==> config.mk <==
export PLATFORM = sky130hd
export DESIGN_NAME = mtr_drv
export DESIGN_NICKNAME = d
export VERILOG_FILES = /design/src/rtl/mtr_drv.sv
export SDC_FILE = /design/constraint.sdc
export NUM_CORES = 1
export LEC_CHECK = 0
export BUFFER_PORTS_ARGS = -buffer_cell sky130_fd_sc_hd__buf_2
export CORE_ASPECT_RATIO = 0.8
export CORE_MARGIN = 4
export CORE_UTILIZATION = 58
export DETAILED_ROUTE_END_ITERATION = 16
export PLACE_DENSITY = 0.89
export SYNTH_ARGS = -nofsm -noshare
export SYNTH_HDL_FRONTEND = slang
export SYNTH_SLANG_ARGS = --single-unit
export TNS_END_PERCENT = 10
==> constraint.sdc <==
create_clock -name clk -period 2.46 [get_ports clk]
set_input_delay 0.492 -clock clk [delete_from_list [all_inputs] [get_ports clk]]
set_output_delay 0.492 -clock clk [all_outputs]
set_load 0.05 [all_outputs]
==> src/rtl/mtr_drv.sv <==
`default_nettype none
// +--------------------------------------------------------------------------+
// | mtr_drv : dual-motor complementary PWM generator with dead-time and      |
// |           period-aligned (double-buffered) duty loading.                 |
// | Revision: 1.0                                                            |
// +--------------------------------------------------------------------------+
module mtr_drv #(
  parameter logic [10:0] NONOVERLAP = 11'd32
) (
  input  logic        clk,
  input  logic        rst_n,
  input  logic [10:0] lft_spd,
  input  logic [10:0] rght_spd,
  input  logic        en,
  output logic        lft_pwm1,
  output logic        lft_pwm2,
  output logic        rght_pwm1,
  output logic        rght_pwm2,
  output logic        pwm_synch
);

  localparam logic [10:0] C_CNT_MAX  = 11'h7FF;
  localparam logic [10:0] C_DUTY_RST = 11'h400;

  logic [10:0] r_cnt;
  logic [10:0] r_lft_duty;
  logic [10:0] r_rght_duty;
  logic        w_wrap;
  logic [11:0] w_lft_off;
  logic [11:0] w_rght_off;
  logic        w_lft_pwm1;
  logic        w_lft_pwm2;
  logic        w_rght_pwm1;
  logic        w_rght_pwm2;

  assign w_wrap = (r_cnt == C_CNT_MAX);

  // Widened to 12 bits so a large duty pushes the pwm2 edge past the period
  // instead of wrapping to an early turn-on.
  assign w_lft_off  = {1'b0, r_lft_duty}  + {1'b0, NONOVERLAP};
  assign w_rght_off = {1'b0, r_rght_duty} + {1'b0, NONOVERLAP};

  always_comb begin
    w_lft_pwm1  = en && (r_cnt >= NONOVERLAP) && (r_cnt < r_lft_duty);
    w_lft_pwm2  = en && ({1'b0, r_cnt} >= w_lft_off);
    w_rght_pwm1 = en && (r_cnt >= NONOVERLAP) && (r_cnt < r_rght_duty);
    w_rght_pwm2 = en && ({1'b0, r_cnt} >= w_rght_off);
  end

  always_ff @(posedge clk or negedge rst_n) begin
    if (!rst_n) begin
      r_cnt       <= 11'd0;
      r_lft_duty  <= C_DUTY_RST;
      r_rght_duty <= C_DUTY_RST;
    end else begin
      r_cnt <= r_cnt + 11'd1;
      // Offset-binary conversion: flipping the sign bit adds 1024.
      if (w_wrap) begin
        r_lft_duty  <= {~lft_spd[10],  lft_spd[9:0]};
        r_rght_duty <= {~rght_spd[10], rght_spd[9:0]};
      end
    end
  end

  always_ff @(posedge clk or negedge rst_n) begin
    if (!rst_n) begin
      lft_pwm1  <= 1'b0;
      lft_pwm2  <= 1'b0;
      rght_pwm1 <= 1'b0;
      rght_pwm2 <= 1'b0;
      pwm_synch <= 1'b0;
    end else begin
      lft_pwm1  <= w_lft_pwm1;
      lft_pwm2  <= w_lft_pwm2;
      rght_pwm1 <= w_rght_pwm1;
      rght_pwm2 <= w_rght_pwm2;
      pwm_synch <= w_wrap;
    end
  end

endmodule
`default_nettype wire
==> results.cfg, run 1 <==
[status]
status = complete, no violations

[cts]
cts_buffers = 5
cts_max_level = 2
cts_tree = built
postCtsSetupBuffers = 0
cts-resized-gates = 0
root_buffer = clkbuf_8
insertion_delay_ns = 0.29
cts_buffer_depth = 2
clkTransAtPathRegs_ns = 0.07
cts_num_sinks = 38
holdBufCountCts = 0

[detailed_routing]
ant_nets = 0
avgViaCountPerCell = 5.47
post_drt_wl_per_cell_um = 14.5
drt_iter0_drc = 74
first_pass_iters = 4
vias = 1806
route.detailed.drc = 0
wl_mm = 4.78

[placement]
dp_hpwl_mm = 3.64
place_area_mm2 = 0.00273
port-buffer-count = 29
gp_congestion = 0.868

[final_layout]
utilization = 0.671
stdcell_area_mm2 = 0.00281
drive_above_1_share = 0.223
diodes = 0
area_growth_pct = 11.8
final_nets = 335

[power]
worst_ir_drop_vdd_mv = 0.365
p_leak_nw = 1.49
power_density_mw_per_mm2 = 433

[sta]
maxSlewHeadroom = 0.447
maxClockFrequency_ghz = 0.497
min_period_ns = 2.01
setup-violations-final = 0
finClkSkew_ns = 0.00542
layout_worst_path_cycle_share = 0.818
tns_ns = 0
hold_viol = 0
rsz0062_at_grt = no
slew_viol_final = 0
worst_pin_slew_ns = 0.829

[die]
die_y_um = 66.8
fp.dieW_um = 81.5
core_area_mm2 = 0.00418
io-pin-count = 30
start_util = 0.600
rows = 21
dieArea_mm2 = 0.00545

[setup_path]
path_cells = ha_1 > and4_1 > nand4_4 > mux2_4
cp.arrival_ns = 2.19
cp-start-kind = flop
cp-end-kind = flop
crit_fanout = 24
critPathKind = flop to flop
slowest_delay_ns = 0.49
cp_data_required_time_ns = 2.63
slowest_stage = nand4_4
r2r_slack_ns = 0.45
rr_worst_depth = 4
reg2reg_to = r_rght_duty[3]
timing.rr.start = r_cnt[1]

[yosys]
synth_area_leaders = dfrtp_1 (36%), ha_1 (19%), mux2_4 (9.0%), xnor2_1 (5.2%), inv_1 (4.3%)
synth-seq-cells = 38
yosys_warnings = 0
syn_avg_cell_area_um2 = 10.7
syn_area_mm2 = 0.00251
synth_top_area_cell = dfrtp_1
synth_top_area_share = 0.359
synth_edf_count = 0
synth_nets = 298
synth.most_common_cell = ha_1
yosys-top-cells-count = ha_1 (38), dfrtp_1 (36), inv_1 (29)
yosysSeqAreaShare = 0.380
ys.flop_type = dfrtp_1
async_flop_share = 1.00
netlist-cell-type-count = 33
syn_inst = 235

[grt]
grt_pass1_vias = 1825
grt_start_max_net_pins = 39
grt_overflow = 0
antenna_found_initial = 0
grt_pass1_wl_mm = 8.11
grt_use_total = 0.198

[hold_path]
hold_path.class = primary input to asynchronous set/reset pin

[run]
maxCapViolCount = 0
==> registers in the layout, summed over array words and instances (netlist names) <==
signal and flops:
rght_pwm2 1, rght_pwm1 1, pwm_synch 1, r_cnt 11, r_lft_duty 11, lft_pwm1 1, r_rght_duty 11, lft_pwm2 1
==> layer usage <==
metal / GRT usage / routed length [um]
met1: 0.255 / 2270
met4: 0.0738 / 69
met3: 0.0514 / 266
met5: 0 / 0
met2: 0.318 / 2180
==> metrics by stage <==
step	total power [W]	hold WS, ns	instances	setup slack (ns)
detailed placement	0.000810	0.497	322	0.444
global placement	0.000802	0.471	322	0.544
global route	0.00128	0.359	330	0.321
CTS	0.00122	0.329	330	0.431
finish	0.00121	0.296	330	0.448
floorplan	0.000756	0.196	235	0.757
==> critical path, delay by kind of cell, from the launching register on <==
family	cells	cell delay (ns)
adders and majority gates	1	0.23
DFF	1	0.43
muxes	1	0.48
and+or+nand+nor	2	0.76
==> final cells by class <==
type	instances	area [um^2]
timing repair buffer	32	168
fill	326	1370
sequential	38	953
tap	57	71.3
clock buffer	8	80.1
multi-input combinational	166	1420
inverter	29	109
==> cell usage in the layout, fill, tap and decap left out, drive strengths merged <==
cell | Yosys | layout
ha | 38 | 38
dfrtp | 36 | 36
buf | 2 | 32
inv | 29 | 29
mux2 | 20 | 20
nand2 | 15 | 15
xnor2 | 15 | 15
o21ai | 12 | 12
nor2 | 10 | 10
a21oi | 10 | 10
nand3 | 9 | 9
clkbuf | 0 | 8
nor2b | 6 | 6
and4 | 4 | 4
nor3 | 2 | 2
xor2 | 2 | 2
nand2b | 2 | 2
nor4 | 2 | 2
a211oi | 2 | 2
o311a | 2 | 2
a221o | 2 | 2
a31oi | 2 | 2
o31a | 2 | 2
o22ai | 2 | 2
dfstp | 2 | 2
nand4 | 2 | 2
and2 | 1 | 1
and3 | 1 | 1
or4 | 1 | 1
o31ai | 1 | 1
or3 | 1 | 1
==> cells by family (layout without fill, tap and decap cells) <==
kind of cell	Yosys count	count (layout)	share of synthesized area
simple gates	56	56	0.121
fa+ha+maj	38	38	0.190
mux	20	20	0.112
buf+inv	31	69	0.0524
flops	38	38	0.380
xor+xnor	17	17	0.0594
compound gates	35	35	0.0858
==> worst max path at each step <==
stage	start	endpoint	slack [ns]	cells after the start
global placement	r_cnt[1]	r_lft_duty[8]	0.54	4
floorplan	r_rght_duty[7]	rght_pwm2	0.76	8
detailed placement	r_cnt[1]	r_lft_duty[4]	0.44	4
global route	r_cnt[1]	r_rght_duty[1]	0.32	4
finish	r_cnt[1]	r_rght_duty[3]	0.45	4
CTS	r_cnt[1]	r_rght_duty[3]	0.43	4
==> power by group <==
group          switching [W]  internal [W]
Clock               0.000215      0.000202
Sequential         0.0000155      0.000643
Combinational      0.0000701     0.0000688
Total               0.000300      0.000913
Power figures use the tool's default switching activity.
==> run 2: changes to the inputs <==
--- a/config.mk
+++ b/config.mk
@@ -5,12 +5,13 @@
 export SDC_FILE = /design/constraint.sdc
 export NUM_CORES = 1
 export LEC_CHECK = 0
+export ABC_AREA = 1
 export BUFFER_PORTS_ARGS = -buffer_cell sky130_fd_sc_hd__buf_2
 export CORE_ASPECT_RATIO = 0.8
 export CORE_MARGIN = 4
-export CORE_UTILIZATION = 58
+export CORE_UTILIZATION = 59
 export DETAILED_ROUTE_END_ITERATION = 16
-export PLACE_DENSITY = 0.89
+export PLACE_DENSITY = 0.9
 export SYNTH_ARGS = -nofsm -noshare
 export SYNTH_HDL_FRONTEND = slang
 export SYNTH_SLANG_ARGS = --single-unit
==> constraint.sdc (replaced) <==
create_clock -name clk -period 1.9 [get_ports clk]
set_input_delay 0.38 -clock clk [delete_from_list [all_inputs] [get_ports clk]]
set_output_delay 0.38 -clock clk [all_outputs]
set_load 0.05 [all_outputs]
==> run 2 against run 1 <==
Effect of this change:
- first-iteration DRC count up 62%
- die area up 7.3%
- worst hold slack worse by 0.27 ns
- count of clock-buffer cells in the layout down 3
- power up 32%
- synthesized cell count up 40%
- area after synthesis up 10%
- register-to-register slack worse by 0.32 ns
- highest routed layer unchanged
==> results.cfg, run 2 <==
[yosys]
synth_top_area_cell = dfrtp_1
synth_top_area_share = 0.326
syn_area_mm2 = 0.00276
synth.most_common_cell = nand2_1
synth_area_leaders = dfrtp_1 (33%), ha_1 (17%), nand2_1 (8.8%), inv_1 (7.3%), o21ai_2 (5.7%)
synth_nets = 393
yosysSeqAreaShare = 0.345
ys.flop_type = dfrtp_1
synth-seq-cells = 38
netlist-cell-type-count = 22
syn_inst = 330
synth_edf_count = 0
async_flop_share = 1.00
yosys_warnings = 0
syn_avg_cell_area_um2 = 8.37
yosys-top-cells-count = nand2_1 (65), inv_1 (54), ha_1 (38)

[detailed_routing]
first_pass_iters = 4
post_drt_wl_per_cell_um = 14.0
avgViaCountPerCell = 5.16
route.detailed.drc = 0
vias = 2197
met2_wirelength_mm = 2.97
ant_nets = 0
dr.max_layer_used = met4
wl_met1_mm = 2.59
drt_iter0_drc = 120
wl_mm = 5.98
wl_met3_um = 322

[final_layout]
drive_above_1_share = 0.255
utilization = 0.717
final_nets = 431
seq_area_um2 = 955
diodes = 0
stdcell_area_mm2 = 0.00311
final_common_cell = nand2_1
multi_input_area_mm2 = 0.00154
final_cell_mix = nand2_1 (65), inv_1 (54), ha_1 (36)
fill_cells = 331
reg_top3 = r_cnt: 11 flops, r_lft_duty: 11 flops, r_rght_duty: 11 flops
area_growth_pct = 12.6

[sta]
slew_viol_final = 0
layout_worst_path_cycle_share = 0.933
rsz0062_at_grt = yes
setup-violations-final = 0
worst_pin_slew_ns = 0.347
maxClockFrequency_ghz = 0.564
finClkSkew_ns = 0.00647
hold_viol = 0
tns_ns = 0
min_period_ns = 1.77
maxSlewHeadroom = 0.768

[cts]
insertion_delay_ns = 0.31
cts_num_sinks = 38
cts_buffer_depth = 2
cts_max_level = 2
cts_tree = built
clkTransAtPathRegs_ns = 0.08
root_buffer = clkbuf_8
cts_buffers = 5

[die]
start_util = 0.637
rows = 21
fp.dieW_um = 84.5
core_area_mm2 = 0.00434
die_y_um = 69.2
dieArea_mm2 = 0.00585
io-pin-count = 30

[setup_path]
cp_data_required_time_ns = 2.15
critPathKind = flop to flop
crit_fanout = 4
cp-end-kind = flop
cp-start-kind = flop
r2r_slack_ns = 0.13
cp.arrival_ns = 2.02

[power]
power.net_switching_w = 0.000371
clockPowerShare = 0.452
p_int_w = 0.00123
comb_power_share = 0.040
pwr-share-seq = 0.508
worst_ir_drop_vdd_mv = 0.372
power_density_mw_per_mm2 = 514
p_leak_nw = 1.74
switching_share = 0.232

[grt]
antenna_found_initial = 0
grt_use_total = 0.214
grt_overflow = 0
grt_pass1_vias = 2287
grt_pass1_wl_mm = 10.2
grt_start_max_net_pins = 39

[hold_path]
hold_path.class = primary input to asynchronous set/reset pin

[placement]
place_area_mm2 = 0.00296
port-buffer-count = 29
dp_hpwl_mm = 4.30
gp_congestion = 0.880

[status]
status = complete, no violations

[run]
maxCapViolCount = 0
run 2: cell types whose count changed after synthesis, moves of 8 or more:
cell | before | now
xor2_1 | 2 | 14
a21oi_1 | 10 | 18
nor2_1 | 10 | 26
nand2_1 | 15 | 65
xnor2_1 | 15 | 2
mux2_4 | 15 | 0
inv_1 | 29 | 54
o21ai_2 | 0 | 18
nand2_2 | 0 | 21
run 2: path summary, 6_finish.rpt:
kind / to / depth (start not counted) / start
worst max-delay path: lft_pwm2 / 10 / r_lft_duty[5]
worst min-delay path: lft_pwm2 / 2 / rst_n
worst max register to register: lft_pwm2 / 10 / r_lft_duty[5]
worst min register to register: r_rght_duty[0] / 2 / r_rght_duty[0]
max in group asynchronous: r_rght_duty[10] / 2 / rst_n
min in group clk: r_lft_duty[10] / 2 / lft_spd[10]
run 2: logic make-up (layout without fill, tap and decap cells):
kind of cell | after synthesis | in the layout | synth area share
AOI/OAI and AO/OA | 45 | 45 | 0.108
adders and majority gates | 38 | 38 | 0.172
and+or+nand+nor | 133 | 133 | 0.222
xor gates and xnor gates | 16 | 16 | 0.0507
buffers and inverters | 60 | 99 | 0.102
DFF | 38 | 38 | 0.345
run 2: what timing repair did:
item | in CTS | in global routing
setup buffers | 0 | 2
hold buffers | 0 | 0
gates resized for setup | 0 | 6
setup endpoints to repair | 0 | 9
run 2: power groups by stage:
stage	registers (W)	logic, W	clock network, W
floorplan	0.000835	0.00000305	0
global placement	0.000827	0.0000631	0
detailed placement	0.000827	0.0000642	0
CTS	0.000811	0.0000648	0.000730
global route	0.000811	0.0000699	0.000757
finish	0.000811	0.0000637	0.000722
run 2: cell type report:
class	instances	area share
well taps	57	0.0229
flip-flops and latches	38	0.307
multi-input cells	232	0.495
inverters	56	0.0676
repair buffers	35	0.0705
clock inverters	3	0.0145
clock buffers	5	0.0221
run 2: worst max-delay path, stage by stage, from the launching register on:
cell     delay [ns]
dfrtp_1        0.41
ha_2           0.23
nand3_1        0.13
xor2_1         0.17
ha_1           0.30
nand3_1        0.10
inv_1          0.07
nand3_1        0.07
nor2_1         0.11
nor2_1         0.05
nor2_1         0.08
run 2: metrics by stage:
stage | total power (W) | setup slack (ns) | std cells | hold WS [ns]
global route | 0.00164 | -0.0356 | 426 | 0.0476
CTS | 0.00161 | 0.0790 | 424 | 0.0389
finish | 0.00160 | 0.127 | 426 | 0.0282
floorplan | 0.000838 | 0.243 | 330 | 0.0844
global placement | 0.000890 | 0.202 | 416 | 0.362
detailed placement | 0.000891 | 0.109 | 416 | 0.364
run 2: metal layers:
layer	track usage	vias to the layer above
li1	-	1116
met1	0.276	1007
met2	0.364	62
met3	0.0416	12
met4	0.0633	0
met5	0	-
